===== config.mk =====
export PLATFORM = sky130hd
export DESIGN_NAME = parking_gate_ctrl
export DESIGN_NICKNAME = d
export VERILOG_FILES = /design/src/rtl/parking_gate_pkg.sv /design/src/rtl/parking_debounce.sv /design/src/rtl/parking_gate_ctrl.sv
export SDC_FILE = /design/constraint.sdc
export NUM_CORES = 1
export LEC_CHECK = 0
export CORE_MARGIN = 2
export CORE_UTILIZATION = 54
export DETAILED_ROUTE_END_ITERATION = 8
export GPL_ROUTABILITY_DRIVEN = 0
export PLACE_DENSITY = 0.86
export SYNTH_ARGS = -nofsm -noshare
export SYNTH_HDL_FRONTEND = slang
export SYNTH_SLANG_ARGS = --single-unit

===== constraint.sdc =====
create_clock -name clk -period 1.8 [get_ports clk]
set_input_delay 0.18 -clock clk [delete_from_list [all_inputs] [get_ports clk]]
set_output_delay 0.18 -clock clk [all_outputs]
set_load 0.01 [all_outputs]

===== src/rtl/parking_gate_pkg.sv =====
`default_nettype none
// +----------------------------------------------------------------------+
// | parking_gate_pkg : shared gate state encoding and default settings    |
// | Revision 1.0                                                          |
// +----------------------------------------------------------------------+
package parking_gate_pkg;

   typedef enum logic [2:0] {
      IDLE    = 3'd0,
      CHECK   = 3'd1,
      OPEN    = 3'd2,
      PASSING = 3'd3,
      DENY    = 3'd4,
      CLEAR   = 3'd5
   } gate_state_t;

   localparam int unsigned DEFAULT_DEBOUNCE_CYC = 4;
   localparam int unsigned DEFAULT_PASS_TIMEOUT = 1000;

endpackage : parking_gate_pkg
`default_nettype wire


===== src/rtl/parking_debounce.sv =====
`default_nettype none
// +----------------------------------------------------------------------+
// | parking_debounce : 2-flop synchronizer, stable-sample filter, edges   |
// | Revision 1.0                                                          |
// +----------------------------------------------------------------------+
module parking_debounce #(
   parameter int unsigned DEBOUNCE_CYC = 4
) (
   input  logic clk,
   input  logic rst_n,
   input  logic din,
   output logic level,
   output logic rise,
   output logic fall
);

   localparam int unsigned CNT_W = (DEBOUNCE_CYC > 1) ? $clog2(DEBOUNCE_CYC) : 1;

   logic             sync1;
   logic             sync2;
   logic [CNT_W-1:0] cnt;

   always_ff @(posedge clk or negedge rst_n) begin
      if (!rst_n) begin
         sync1 <= 1'b0;
         sync2 <= 1'b0;
         cnt   <= '0;
         level <= 1'b0;
         rise  <= 1'b0;
         fall  <= 1'b0;
      end else begin
         sync1 <= din;
         sync2 <= sync1;
         rise  <= 1'b0;
         fall  <= 1'b0;
         // The new level is taken on the DEBOUNCE_CYC-th consecutive differing sample.
         if (sync2 == level) begin
            cnt <= '0;
         end else if (cnt == CNT_W'(DEBOUNCE_CYC - 1)) begin
            level <= sync2;
            rise  <= sync2;
            fall  <= ~sync2;
            cnt   <= '0;
         end else begin
            cnt <= cnt + CNT_W'(1);
         end
      end
   end

endmodule : parking_debounce
`default_nettype wire


===== src/rtl/parking_gate_ctrl.sv =====
`default_nettype none
// +----------------------------------------------------------------------+
// | parking_gate_ctrl : entry/exit lane FSMs, pulse arbiter, pass timeout |
// | Optional feature macro: PARKING_GATE_TIMEOUT_EN                       |
// | Revision 1.0                                                          |
// +----------------------------------------------------------------------+
module parking_gate_ctrl
   import parking_gate_pkg::*;
#(
   parameter int unsigned DEBOUNCE_CYC = DEFAULT_DEBOUNCE_CYC,
   parameter int unsigned PASS_TIMEOUT = DEFAULT_PASS_TIMEOUT
) (
   input  logic clk,
   input  logic rst_n,
   input  logic entry_req,
   input  logic entry_is_uni,
   input  logic entry_pass,
   input  logic exit_req,
   input  logic exit_is_uni,
   input  logic exit_pass,
   input  logic uni_is_vacated_space,
   input  logic is_vacated_space,
   output logic car_entered,
   output logic is_uni_car_entered,
   output logic car_exited,
   output logic is_uni_car_exited,
   output logic entry_gate_open,
   output logic exit_gate_open,
   output logic entry_denied,
   output logic gate_fault
);

   gate_state_t entry_state;
   gate_state_t exit_state;
   logic        entry_uni;
   logic        exit_uni;
   logic        exit_pending;

   logic entry_req_lvl, entry_req_rise, unused_entry_req_fall;
   logic entry_pass_lvl, unused_entry_pass_rise, entry_pass_fall;
   logic exit_req_lvl, exit_req_rise, unused_exit_req_fall;
   logic exit_pass_lvl, unused_exit_pass_rise, exit_pass_fall;

   parking_debounce #(.DEBOUNCE_CYC(DEBOUNCE_CYC)) u_db_entry_req (
      .clk(clk), .rst_n(rst_n), .din(entry_req),
      .level(entry_req_lvl), .rise(entry_req_rise), .fall(unused_entry_req_fall));
   parking_debounce #(.DEBOUNCE_CYC(DEBOUNCE_CYC)) u_db_entry_pass (
      .clk(clk), .rst_n(rst_n), .din(entry_pass),
      .level(entry_pass_lvl), .rise(unused_entry_pass_rise), .fall(entry_pass_fall));
   parking_debounce #(.DEBOUNCE_CYC(DEBOUNCE_CYC)) u_db_exit_req (
      .clk(clk), .rst_n(rst_n), .din(exit_req),
      .level(exit_req_lvl), .rise(exit_req_rise), .fall(unused_exit_req_fall));
   parking_debounce #(.DEBOUNCE_CYC(DEBOUNCE_CYC)) u_db_exit_pass (
      .clk(clk), .rst_n(rst_n), .din(exit_pass),
      .level(exit_pass_lvl), .rise(unused_exit_pass_rise), .fall(exit_pass_fall));

   logic entry_done;
   logic exit_done;
   logic exit_fire;
   logic entry_admit;
   logic entry_timeout;
   logic exit_timeout;

   assign entry_done  = (entry_state == PASSING) && entry_pass_fall;
   assign exit_done   = (exit_state == PASSING) && exit_pass_fall;
   assign exit_fire   = (exit_pending | exit_done) & ~entry_done;
   assign entry_admit = entry_is_uni ? (uni_is_vacated_space | is_vacated_space)
                                     : is_vacated_space;

`ifdef PARKING_GATE_TIMEOUT_EN
   localparam int unsigned TO_W = $clog2(PASS_TIMEOUT + 1);

   logic [TO_W-1:0] entry_to_cnt;
   logic [TO_W-1:0] exit_to_cnt;

   // A pass seen in the expiry cycle wins over the timeout.
   assign entry_timeout = (entry_state == OPEN) && !entry_pass_lvl &&
                          (entry_to_cnt == TO_W'(PASS_TIMEOUT - 1));
   assign exit_timeout  = (exit_state == OPEN) && !exit_pass_lvl &&
                          (exit_to_cnt == TO_W'(PASS_TIMEOUT - 1));

   always_ff @(posedge clk or negedge rst_n) begin
      if (!rst_n) begin
         entry_to_cnt <= '0;
         exit_to_cnt  <= '0;
         gate_fault   <= 1'b0;
      end else begin
         entry_to_cnt <= (entry_state == OPEN) ? entry_to_cnt + TO_W'(1) : '0;
         exit_to_cnt  <= (exit_state == OPEN) ? exit_to_cnt + TO_W'(1) : '0;
         gate_fault   <= gate_fault | entry_timeout | exit_timeout;
      end
   end
`else
   logic unused_timeout_cfg;

   assign unused_timeout_cfg = ^PASS_TIMEOUT;
   assign entry_timeout      = 1'b0;
   assign exit_timeout       = 1'b0;
   assign gate_fault         = 1'b0;
`endif

   always_ff @(posedge clk or negedge rst_n) begin
      if (!rst_n) begin
         entry_state        <= IDLE;
         exit_state         <= IDLE;
         entry_gate_open    <= 1'b0;
         exit_gate_open     <= 1'b0;
         entry_denied       <= 1'b0;
         entry_uni          <= 1'b0;
         exit_uni           <= 1'b0;
         exit_pending       <= 1'b0;
         car_entered        <= 1'b0;
         is_uni_car_entered <= 1'b0;
         car_exited         <= 1'b0;
         is_uni_car_exited  <= 1'b0;
      end else begin
         entry_denied <= 1'b0;

         // Entry always wins a same-cycle collision; exit is deferred by one cycle.
         car_entered  <= entry_done;
         car_exited   <= exit_fire;
         exit_pending <= (exit_pending | exit_done) & entry_done;
         if (entry_done) is_uni_car_entered <= entry_uni;
         if (exit_fire)  is_uni_car_exited  <= exit_uni;

         case (entry_state)
            IDLE: if (entry_req_rise) entry_state <= CHECK;
            CHECK: begin
               entry_uni <= entry_is_uni;
               if (entry_admit) begin
                  entry_state     <= OPEN;
                  entry_gate_open <= 1'b1;
               end else begin
                  entry_state  <= DENY;
                  entry_denied <= 1'b1;
               end
            end
            OPEN: begin
               if (entry_pass_lvl) begin
                  entry_state <= PASSING;
               end else if (entry_timeout) begin
                  entry_state     <= CLEAR;
                  entry_gate_open <= 1'b0;
               end
            end
            PASSING: begin
               if (entry_pass_fall) begin
                  entry_state     <= CLEAR;
                  entry_gate_open <= 1'b0;
               end
            end
            DENY, CLEAR: if (!entry_req_lvl) entry_state <= IDLE;
            default: begin
               entry_state     <= IDLE;
               entry_gate_open <= 1'b0;
            end
         endcase

         case (exit_state)
            IDLE: begin
               if (exit_req_rise) begin
                  exit_state     <= OPEN;
                  exit_gate_open <= 1'b1;
                  exit_uni       <= exit_is_uni;
               end
            end
            OPEN: begin
               if (exit_pass_lvl) begin
                  exit_state <= PASSING;
               end else if (exit_timeout) begin
                  exit_state     <= CLEAR;
                  exit_gate_open <= 1'b0;
               end
            end
            PASSING: begin
               if (exit_pass_fall) begin
                  exit_state     <= CLEAR;
                  exit_gate_open <= 1'b0;
               end
            end
            CLEAR: if (!exit_req_lvl) exit_state <= IDLE;
            default: begin
               exit_state     <= IDLE;
               exit_gate_open <= 1'b0;
            end
         endcase
      end
   end

endmodule : parking_gate_ctrl
`default_nettype wire


==> impl_metrics.tcl <==
set metrics [dict create \
    setup.worst_path.class "reg2out" \
    antenna_found_initial 0 \
    seqCellArea_sq_mm 0.00100 \
    initial_core_util_pct 56.5 \
    dieArea_sq_mm 0.00330 \
    crit_buf_inv 1 \
    grt_pass1_vias 945 \
    dr.pass1.iters 4 \
    num_rows 19 \
    n_antenna_cell 0 \
    multiInputGateArea_sq_um 497 \
    postRouteAntennaNets 0 \
    critPathRequiredTime_ns 1.62 \
    report.final.slew_viol_count 0 \
    clockBufferDepth 2 \
    layout_common_cells "dfrtp_1 (40), clkdlybuf4s50_1 (15), nand2_1 (8), nor2_1 (7), inv_1 (7)" \
    rsz0062_at_grt "no" \
    drt-initial-drc-count 53 \
    final_common_cell "dfrtp_1" \
    worstPathCellList "clkdlybuf4s50_1" \
    critPathSlowestCell "clkdlybuf4s50_1" \
    yosys.area_share.xor_xnor_pct 2.27 \
    synth_area_per_cell_sq_um 12.9 \
    h-tree-depth 2 \
    cts_buffers 5 \
    pwr-share-seq_pct 55.8 \
    finClkSkew_ns 0.0167 \
    top_layer "met4" \
    setup_viol 0 \
    hold_violations 0 \
    num_io_pins 18 \
    clock_latency_ns 0.36 \
    muxShareOfSynthArea_pct 4.62 \
    wl_met3_um 158 \
    p_leak_nw 0.861 \
    nFillCells 201 \
    cp.arrival_ns 1.32 \
    wl_met1_um 1050 \
    power_density_mw_per_mm2 1330 \
    synth.distinct_cells 34 \
    areaGrowthSynthToFinish_pct 16.4 \
    peakVddDrop_mv 1.02 \
    cts_resized 0 \
    syn_nets 134 \
    synth_fa_ha_area_share_pct 3.24 \
    path_clk_slew_ns 0.12 \
    grt_use_total_pct 16.8 \
    cts_tree "done" \
    slowest_delay_ns 0.55 \
    cts_sinks 40 \
    status "complete, no violations" \
    die_h_um 57.5 \
    fin_crit_ns 1.50 \
    drc 0 \
    end_kind "output pin" \
    cp_max_fo 3 \
    cts_setup_buffers 0 \
    synth_compound_area_share_pct 8.10 \
    wl_per_cell_um 13.7 \
    syn_area_sq_mm 0.00154 \
    synth_top_family_by_area "simple AND/OR/NAND/NOR gates" \
    core_sq_mm 0.00273 \
    hpwl_um 1590 \
    hold_path.class "in2reg" \
    die_w_um 57.5 \
    synthSimpleGateAreaFrac_pct 13.7 \
    power_mw 2.40 \
    grt_overflow 0 \
    swShare_pct 31.5 \
    fmax_ghz 0.665 \
    detail_route.wirelength_um 2380 \
    p_int_mw 1.64 \
    syn_inst 120 \
    post-route-period-util_pct 83.6 \
    power_frac_clock_pct 19.6 \
    ys_ff_latch 40 \
    cts_root_buffer "clkbuf_4" \
    via_count 952 \
    ys_seq_area_share_pct 64.8 \
    viasPerCell 5.47 \
    yosys_warnings 0 \
    cap_violations 0 \
    pwr-share-comb_pct 24.6 \
    cp-start-kind "flop" \
    grt_pass1_wl_um 4090 \
    dr_wl_met2_um 1130 \
    p_sw_mw 0.754 \
    tns_ns 0 \
    drive_gt1_share_pct 14.0 \
    grt_max_degree 41 \
    nNetsFinal 156 \
    port_buffers 16 \
    crit_family "buffers and inverters" \
]
[metal layers]
metal / track usage, % / up-vias
met4: 6.98 / 0
met2: 24.4 / 30
met1: 22.0 / 468
li1: - / 448
met5: 0 / -
met3: 7.71 / 6
[kinds of logic (layout without fill, tap and decap cells)]
group / after synthesis / after routing
flops: 40 / 40
simple gates: 36 / 36
buf+inv: 10 / 33
other cells: 1 / 1
mux: 6 / 6
fa+ha+maj: 4 / 4
compound gates: 19 / 19
xor+xnor: 4 / 4
[worst paths after layout]
check                                    startpoint                     end  slack [ns]  depth (start not counted)
worst min register to register  u_db_exit_req.sync1     u_db_exit_req.sync2        0.36                          0
min in group asynchronous                     rst_n  u_db_entry_pass.cnt[0]        0.39                          3
max in group asynchronous                     rst_n     u_db_exit_pass.fall        1.07                          3
worst max register to register       entry_state[2]       is_uni_car_exited        0.48                          3
worst min-delay path                      entry_req    u_db_entry_req.sync1        0.26                          1
worst max-delay path                entry_gate_open         entry_gate_open        0.30                          1
[power groups by stage]
stage	clock [mW]	combinational [mW]	sequential (mW)
final	0.470	0.589	1.34
after global routing	0.522	0.675	1.37
after global placement	0	0.551	1.33
after floorplan	0	0.452	1.28
after detailed placement	0	0.586	1.35
after CTS	0.485	0.600	1.33
[area by class of cell]
cell class	instances	area share (%)
Clock buffer	6	2.86
Clock inverter	2	0.557
Inverter	7	1.46
Multi-Input combinational cell	70	27.6
Sequential cell	40	55.7
Tap cell	31	2.16
Timing Repair Buffer	18	9.61
[flip-flops by register name (all words and copies together), names as in the netlist, 2 cells and up]
signal	flops
entry_state	3
exit_state	3
u_db_entry_pass.cnt	2
u_db_entry_req.cnt	2
u_db_exit_pass.cnt	2
u_db_exit_req.cnt	2
[synthesized netlist by cell type]
cell	instances	area, sq um
nand2b_1	1	6.26
and4b_1	1	10.0
a22o_1	1	8.76
mux2_4	1	15.0
xnor2_1	4	35.0
mux2_1	1	11.3
inv_1	7	26.3
a21o_1	1	7.51
nand3b_1	2	15.0
nor2b_1	5	31.3
mux2_2	4	45.0
ha_1	4	50.1
nor2_1	7	26.3
nor3_1	5	25.0
nor4b_1	1	8.76
and3b_1	1	8.76
nand2_1	8	30.0
nand4b_2	1	15.0
a41oi_1	1	8.76
dfrtp_1	40	1000
buf_4	2	15.0
o31a_1	1	8.76
o21ai_0	6	30.0
nand3_1	1	5.00
a21oi_1	3	15.0
a32o_1	1	10.0
and2b_2	2	17.5
buf_2	1	5.00
o21ai_2	1	8.76
o31ai_1	1	7.51
o22ai_1	2	12.5
conb_1	1	3.75
and4bb_2	1	12.5
a21boi_0	1	7.51
[through the flow]
stage / hold WS, ns / instance area, sq um / setup slack, ns / util (%) / cells
global placement: 0.248 / 1730 / 0.551 / 63.1 / 165
detailed placement: 0.254 / 1730 / 0.514 / 63.1 / 165
finish: 0.262 / 1800 / 0.296 / 65.7 / 174
floorplan: -0.116 / 1540 / 0.550 / - / 120
global route: 0.249 / 1800 / 0.262 / 65.7 / 174
CTS: 0.247 / 1800 / 0.291 / 65.7 / 174
[timing repair]
| action | 4_1_cts | 5_1_grt |
|---|---|---|
| endpoints found under the setup margin | 0 | 0 |
| hold buffers | 1 | 0 |
| endpoints found under the hold margin | 40 | 0 |
Power figures use the tool's default switching activity.
